**src/rtl/joystick_snapshot.sv**
```systemverilog
// joystick_snapshot
//   Frame-coherent capture of the multi-player joystick bus. Each vblank rising
//   edge (seen while idle) latches the raw bus. The latched words are then
//   scanned one player per cycle into the published snapshot, together with
//   per-bit press/release edges and per-player activity/change flags. One
//   update pulse marks the end of each scan.
//
//   Optional feature macro: JOYSTICK_SNAPSHOT_DEBOUNCE_EN
//     When defined, a bit is published only after it reads the same level on
//     two consecutive scans. Until then the previously published bit is kept.
//
// Ports
//   clk_sys         in   system clock, rising edge
//   reset           in   synchronous, active-high
//   joystick_raw    in   live bus, player p at [32p +: 32]
//   vblank          in   active-high vertical blank
//   joystick        out  committed snapshot
//   pressed         out  bits that went 0->1 at the player's latest scan
//   released        out  bits that went 1->0 at the player's latest scan
//   player_active   out  player snapshot word nonzero
//   player_changed  out  player snapshot word differs from its previous value
//   frame_count     out  completed scans, wraps silently
//   update          out  one-cycle pulse after a scan completes
//
// state    | meaning
// ---------+------------------------------------------------------------
// IDLE     | waiting for a vblank rising edge
// CAPTURE  | latch joystick_raw into raw_buf, reset player index
// SCAN     | publish player pidx, one player per cycle
// COMMIT   | bump frame counter, raise update for the following cycle

module joystick_snapshot #(
  parameter int PLAYERS = 6,
  parameter int FCNT_W  = 16
) (
  input  logic                    clk_sys,
  input  logic                    reset,
  input  logic [32*PLAYERS-1:0]   joystick_raw,
  input  logic                    vblank,
  output logic [32*PLAYERS-1:0]   joystick,
  output logic [32*PLAYERS-1:0]   pressed,
  output logic [32*PLAYERS-1:0]   released,
  output logic [PLAYERS-1:0]      player_active,
  output logic [PLAYERS-1:0]      player_changed,
  output logic [FCNT_W-1:0]       frame_count,
  output logic                    update
);

  localparam int PW = (PLAYERS > 1) ? $clog2(PLAYERS) : 1;
  localparam logic [PW-1:0] LAST_P = PW'(PLAYERS - 1);

  typedef enum logic [2:0] {
    S_IDLE    = 3'd0,
    S_CAPTURE = 3'd1,
    S_SCAN    = 3'd2,
    S_COMMIT  = 3'd3
  } state_t;

  state_t state, state_nxt;

  logic              vblank_q;
  logic [PW-1:0]     pidx;
  logic [31:0]       raw_buf  [PLAYERS];
  logic [31:0]       snap_q   [PLAYERS];
  logic [31:0]       press_q  [PLAYERS];
  logic [31:0]       rel_q    [PLAYERS];
  logic [PLAYERS-1:0] active_q;
  logic [PLAYERS-1:0] changed_q;
  logic [FCNT_W-1:0] fcnt_q;
  logic              update_q;

`ifdef JOYSTICK_SNAPSHOT_DEBOUNCE_EN
  logic [31:0]       prev_raw [PLAYERS];
  logic [31:0]       stable_w;
`endif

  logic [31:0] old_w;
  logic [31:0] raw_w;
  logic [31:0] new_w;
  logic        vb_rise;
  logic        scan_last;

  assign vb_rise   = vblank && !vblank_q;
  assign scan_last = (pidx == LAST_P);

  always_ff @(posedge clk_sys) begin
    if (reset) state <= S_IDLE;
    else       state <= state_nxt;
  end

  always_comb begin
    state_nxt = state;
    old_w     = snap_q[pidx];
    raw_w     = raw_buf[pidx];
`ifdef JOYSTICK_SNAPSHOT_DEBOUNCE_EN
    // Bits that disagree with the previous scan hold their published value.
    stable_w  = ~(raw_w ^ prev_raw[pidx]);
    new_w     = (raw_w & stable_w) | (old_w & ~stable_w);
`else
    new_w     = raw_w;
`endif
    case (state)
      S_IDLE:    if (vb_rise) state_nxt = S_CAPTURE;
      S_CAPTURE: state_nxt = S_SCAN;
      S_SCAN:    if (scan_last) state_nxt = S_COMMIT;
      S_COMMIT:  state_nxt = S_IDLE;
      default:   state_nxt = S_IDLE;
    endcase
  end

  always_ff @(posedge clk_sys) begin
    if (reset) begin
      // vblank_q starts high so a vblank already asserted at reset release
      // does not look like a fresh rising edge.
      vblank_q  <= 1'b1;
      pidx      <= '0;
      update_q  <= 1'b0;
      fcnt_q    <= '0;
      active_q  <= '0;
      changed_q <= '0;
      for (int p = 0; p < PLAYERS; p++) begin
        raw_buf[p] <= '0;
        snap_q[p]  <= '0;
        press_q[p] <= '0;
        rel_q[p]   <= '0;
`ifdef JOYSTICK_SNAPSHOT_DEBOUNCE_EN
        prev_raw[p] <= '0;
`endif
      end
    end else begin
      vblank_q <= vblank;
      update_q <= (state == S_COMMIT);
      case (state)
        S_CAPTURE: begin
          for (int p = 0; p < PLAYERS; p++)
            raw_buf[p] <= joystick_raw[32*p +: 32];
          pidx <= '0;
        end
        S_SCAN: begin
          snap_q[pidx]    <= new_w;
          press_q[pidx]   <= new_w & ~old_w;
          rel_q[pidx]     <= old_w & ~new_w;
          changed_q[pidx] <= (new_w != old_w);
          active_q[pidx]  <= (new_w != 32'd0);
`ifdef JOYSTICK_SNAPSHOT_DEBOUNCE_EN
          prev_raw[pidx]  <= raw_w;
`endif
          if (!scan_last) pidx <= pidx + PW'(1);
        end
        S_COMMIT: fcnt_q <= fcnt_q + FCNT_W'(1);
        default: ;
      endcase
    end
  end

  for (genvar g = 0; g < PLAYERS; g++) begin : g_out
    assign joystick[32*g +: 32] = snap_q[g];
    assign pressed[32*g +: 32]  = press_q[g];
    assign released[32*g +: 32] = rel_q[g];
  end

  assign player_active  = active_q;
  assign player_changed = changed_q;
  assign frame_count    = fcnt_q;
  assign update         = update_q;

endmodule
```
**config.mk**
```make
export PLATFORM = sky130hd
export DESIGN_NAME = joystick_snapshot
export DESIGN_NICKNAME = d
export VERILOG_FILES = /design/src/rtl/joystick_snapshot.sv
export SDC_FILE = /design/constraint.sdc
export NUM_CORES = 1
export LEC_CHECK = 0
export ABC_AREA = 1
export CORE_AREA = 5 5 308 310
export CTS_CLUSTER_DIAMETER = 150
export DETAILED_ROUTE_END_ITERATION = 7
export DIE_AREA = 0 0 313 315
export GPL_TIMING_DRIVEN = 0
export PLACE_DENSITY = 0.7
export SLEW_MARGIN = 30
export SYNTH_ARGS = -nofsm -noshare
export SYNTH_HDL_FRONTEND = slang
export SYNTH_SLANG_ARGS = --single-unit
```
**constraint.sdc**
```tcl
create_clock -name clk_sys -period 4.6 [get_ports clk_sys]
set_input_delay 0.92 -clock clk_sys [delete_from_list [all_inputs] [get_ports clk_sys]]
set_output_delay 0.92 -clock clk_sys [all_outputs]
set_load 0.01 [all_outputs]
```
==> out/metrics.csv <==
stage;metric;value;unit
cells_and_area;area grow syn2layout;35.7;%
floorplan;Die X;313;um
logic_synthesis;Synth cell types;31;
critical_path;Critical Path RT;5.15;ns
logic_synthesis;synthesized area;36500;um^2
critical_path;R2R Setup Slk;0.30;ns
critical_path;critical path startpoint category;register;
critical_path;CP peak stage delay;0.66;ns
min_path;min-delay src;player_changed[0];
routing;vias;28100;
critical_path;Crit Path Max Fanout;10;
logic_synthesis;Seq cells post-synth;870;
logic_synthesis;part of the Yosys area used for sequential elements;0.705;
timing;relative slew slack;0.351;
critical_path;Crit-path slowest cell;nor4_1;
routing;vias per cell;5.12;
critical_path;Buf/Inv on CP;6;
power;Overall Power;23600;uW
cts;Worst-path clk slew;0.06;ns
grt;pin count of the biggest net entering global routing;51;
logic_synthesis;syn nets;3585;
power;Seq pwr share;0.421;
critical_path;CP Data Arrival Time;4.85;ns
logic_synthesis;leading area contributor after synthesis;edfxtp_1;
critical_path;CP Cell Sequence;buf_6 > buf_4 > buf_4 > clkbuf_1 > nor2_1 > o22ai_1 > inv_1 > o21ai_1 > inv_1 > ha_1 > nand4_1 > nor4_1 > nand2_1 > nand2_1 > nand2_1;
placed_design;Placer Congestion;0.935;
power;Pint;15900;uW
timing;Fin Setup TNS;0;ns
power;sw frac;0.325;
cts;post_cts resized;0;
floorplan;core area;91400;um^2
cts;# H-tree levels;3;
routing;wire per inst;26.2;um
flow_run;Max Cap Viol;0;
critical_path;critical path class;reg2reg;
cts;clock sink total;870;
power;P_leak;0.0191;uW
timing;Final Slew Violations;0;
cells_and_area;number of nets in the layout;4498;
placed_design;dpl ws;0.0591;ns
critical_path;CP Capture Type;register;
timing;Fmax;232;MHz
min_path;Hold Crit Class;reg2reg;
timing;RSZ-0062 raised after global routing;no;
logic_synthesis;Synth Area per Inst;11.0;um^2
cells_and_area;share of layout cells above drive strength 1;0.0718;
power;Clock power frac;0.321;
critical_path;most frequent cell on the critical path;nand2_1;
timing;setup ws final;0.297;ns
grt;vias in the first global route;27800;
routing;post-route ant nets;0;
grt;GRT Total Usage;0.282;
timing;Final Hold Slack;0.468;ns
timing;final setup fails;0;
logic_synthesis;Yosys warnings;0;
cells_and_area;number of fillers in the final layout;7874;
routing;1st-pass router iterations;8;
timing;Final Cycle Share;0.935;
cts;Post-CTS Setup Repair Bufs;0;
timing;Fin Clk Skew;0.0234;ns
placed_design;DP HPWL;112;mm
critical_path;CP delay by family, top;simple AND/OR/NAND/NOR gates;
grt;Congestion Overflow GR;0;
critical_path;FF-to-FF path depth;15;
logic_synthesis;synth top area cells;edfxtp_1, nor2_1, inv_1, nand2_1, ha_1;
cts;Root Buffer;clkbuf_16;
grt;antenna violations before repair;4;
placed_design;Buffers on Ports;799;
critical_path;reg2reg end;player_changed[4];
timing;Tmin final;4.30;ns
run_status;outcome;finished clean;
timing;Worst-Margin Slew;0.973;ns
cts;CTS buffer count;93;
cts;CTS tree;yes;
floorplan;Initial Util;0.400;
power;Logic pwr share;0.257;
routing;# DRC;0;
power;VDD IR max;0.000275;V
floorplan;Rows;111;
floorplan;Die Ht;315;um
min_path;Hold Crit Endpoint;player_changed[0];
cts;Hold-fix buffers, CTS;0;
logic_synthesis;Mapped Cells;3318;
logic_synthesis;area share of the largest cell type after synthesis;0.684;
cts;clock tree buffer depth;3;
timing;final hold vios;0;
power;sw power;7660;uW
power;PwrDens;475;nW/um^2
floorplan;I/O Pins;800;
cells_and_area;ANT cells;0;
routing;initial DRC count;3097;
cells_and_area;Layout Utilization;0.542;
cts;Clock Latency Late Sink;0.67;ns
floorplan;die area;98600;um^2
routing;drt total wl;144;mm
grt;global-route wire length before repair;199;mm
min_path;hold path depth;2;
Yosys cell counts (all sizes together):
cell and number:
dfxtp 38, xor2 2, nand2 377, edfxtp 832, o21a 3, or2 1, nor2 941, o22ai 65
and2 4, o21ai 175, a31oi 1, a21oi 19, ha 72, inv 482, nor3b 1, nand3b 1
nand4 10, clkbuf 103, buf 71, nor3 4, nand3 114, nor4 2
registers in the layout (all words and copies together), names as in the netlist, named ones only:
name	count
raw_buf	192
press_q	192
player_changed	6
vblank_q	1
rel_q	192
frame_count	16
snap_q	256
player_active	6
state	2
pidx	3
update	1
worst max path at each step:
| stage | from | end | slack, ns | cells past startpoint |
|---|---|---|---|---|
| 2_1_floorplan | reset | press_q[3][0] | 0.45 | 5 |
| 3_3_place_gp | reset | snap_q[4][3] | -3.38 | 6 |
| 3_5_place_dp | register | player_changed[4] | 0.06 | 15 |
| 4_1_cts | register | player_changed[4] | 0.06 | 15 |
| 5_1_grt | register | player_changed[1] | 0.03 | 15 |
| 6_report | register | player_changed[4] | 0.30 | 15 |
worst min-delay path, stage by stage (launching register included):
cell and delay (ns):
dfxtp_1 0.31, nand3_1 0.07, nand2_1 0.05
cell usage in the layout, fill, tap and decap left out, types with 65 or more instances in the layout:
cell               n
nand3_1          114
nand2_1          340
inv_1            454
clkbuf_1         120
o22ai_1           65
ha_1              72
edfxtp_1         832
clkdlybuf4s50_1  799
nor2_1           939
clkbuf_16         97
o21ai_0          141
metrics by stage:
| step | cell area [um^2] | std cells |
|---|---|---|
| final | 49600 | 5488 |
| after global placement | 46000 | 5303 |
| after CTS | 49600 | 5488 |
| after detailed placement | 46500 | 5322 |
| after global routing | 49600 | 5488 |
| after floorplan | 36500 | 3318 |
metal layers:
metal / GRT usage / part of all wire / up-vias
met5: 0 / 0.00016 / -
li1: - / - / 12600
met1: 0.324 / 0.36 / 13500
met3: 0.0764 / 0.097 / 346
met2: 0.493 / 0.49 / 1623
met4: 0.131 / 0.055 / 4
area by class of cell:
type | instances | area, um^2 | share of cell area
buffer | 174 | 823 | 0.0166
clock buffer | 119 | 2510 | 0.0506
clock inverter | 47 | 514 | 0.0104
inverter | 482 | 1810 | 0.0366
multi-input combinational | 1792 | 8240 | 0.166
sequential | 870 | 25700 | 0.519
tap | 1186 | 1480 | 0.0299
timing repair buffer | 818 | 8440 | 0.170
kinds of logic after synthesis:
kind of cell,count (synthesis),synth area share
flip-flops,870,0.705
adder cells (fa/ha/maj),72,0.0247
buffers and inverters,656,0.0719
AO/OA/AOI/OAI,263,0.0414
AND/OR/NAND/NOR,1455,0.157
XOR/XNOR,2,0.000480
power by group through the flow:
| stage | sequential (uW) | clock (uW) | combinational, uW |
|---|---|---|---|
| final | 9930 | 7570 | 6070 |
| after global routing | 9990 | 7970 | 6500 |
| after global placement | 10200 | 0 | 5850 |
| after floorplan | 10300 | 0 | 2750 |
| after detailed placement | 10100 | 0 | 6060 |
| after CTS | 9930 | 7620 | 6100 |
Power figures use the tool's default switching activity.
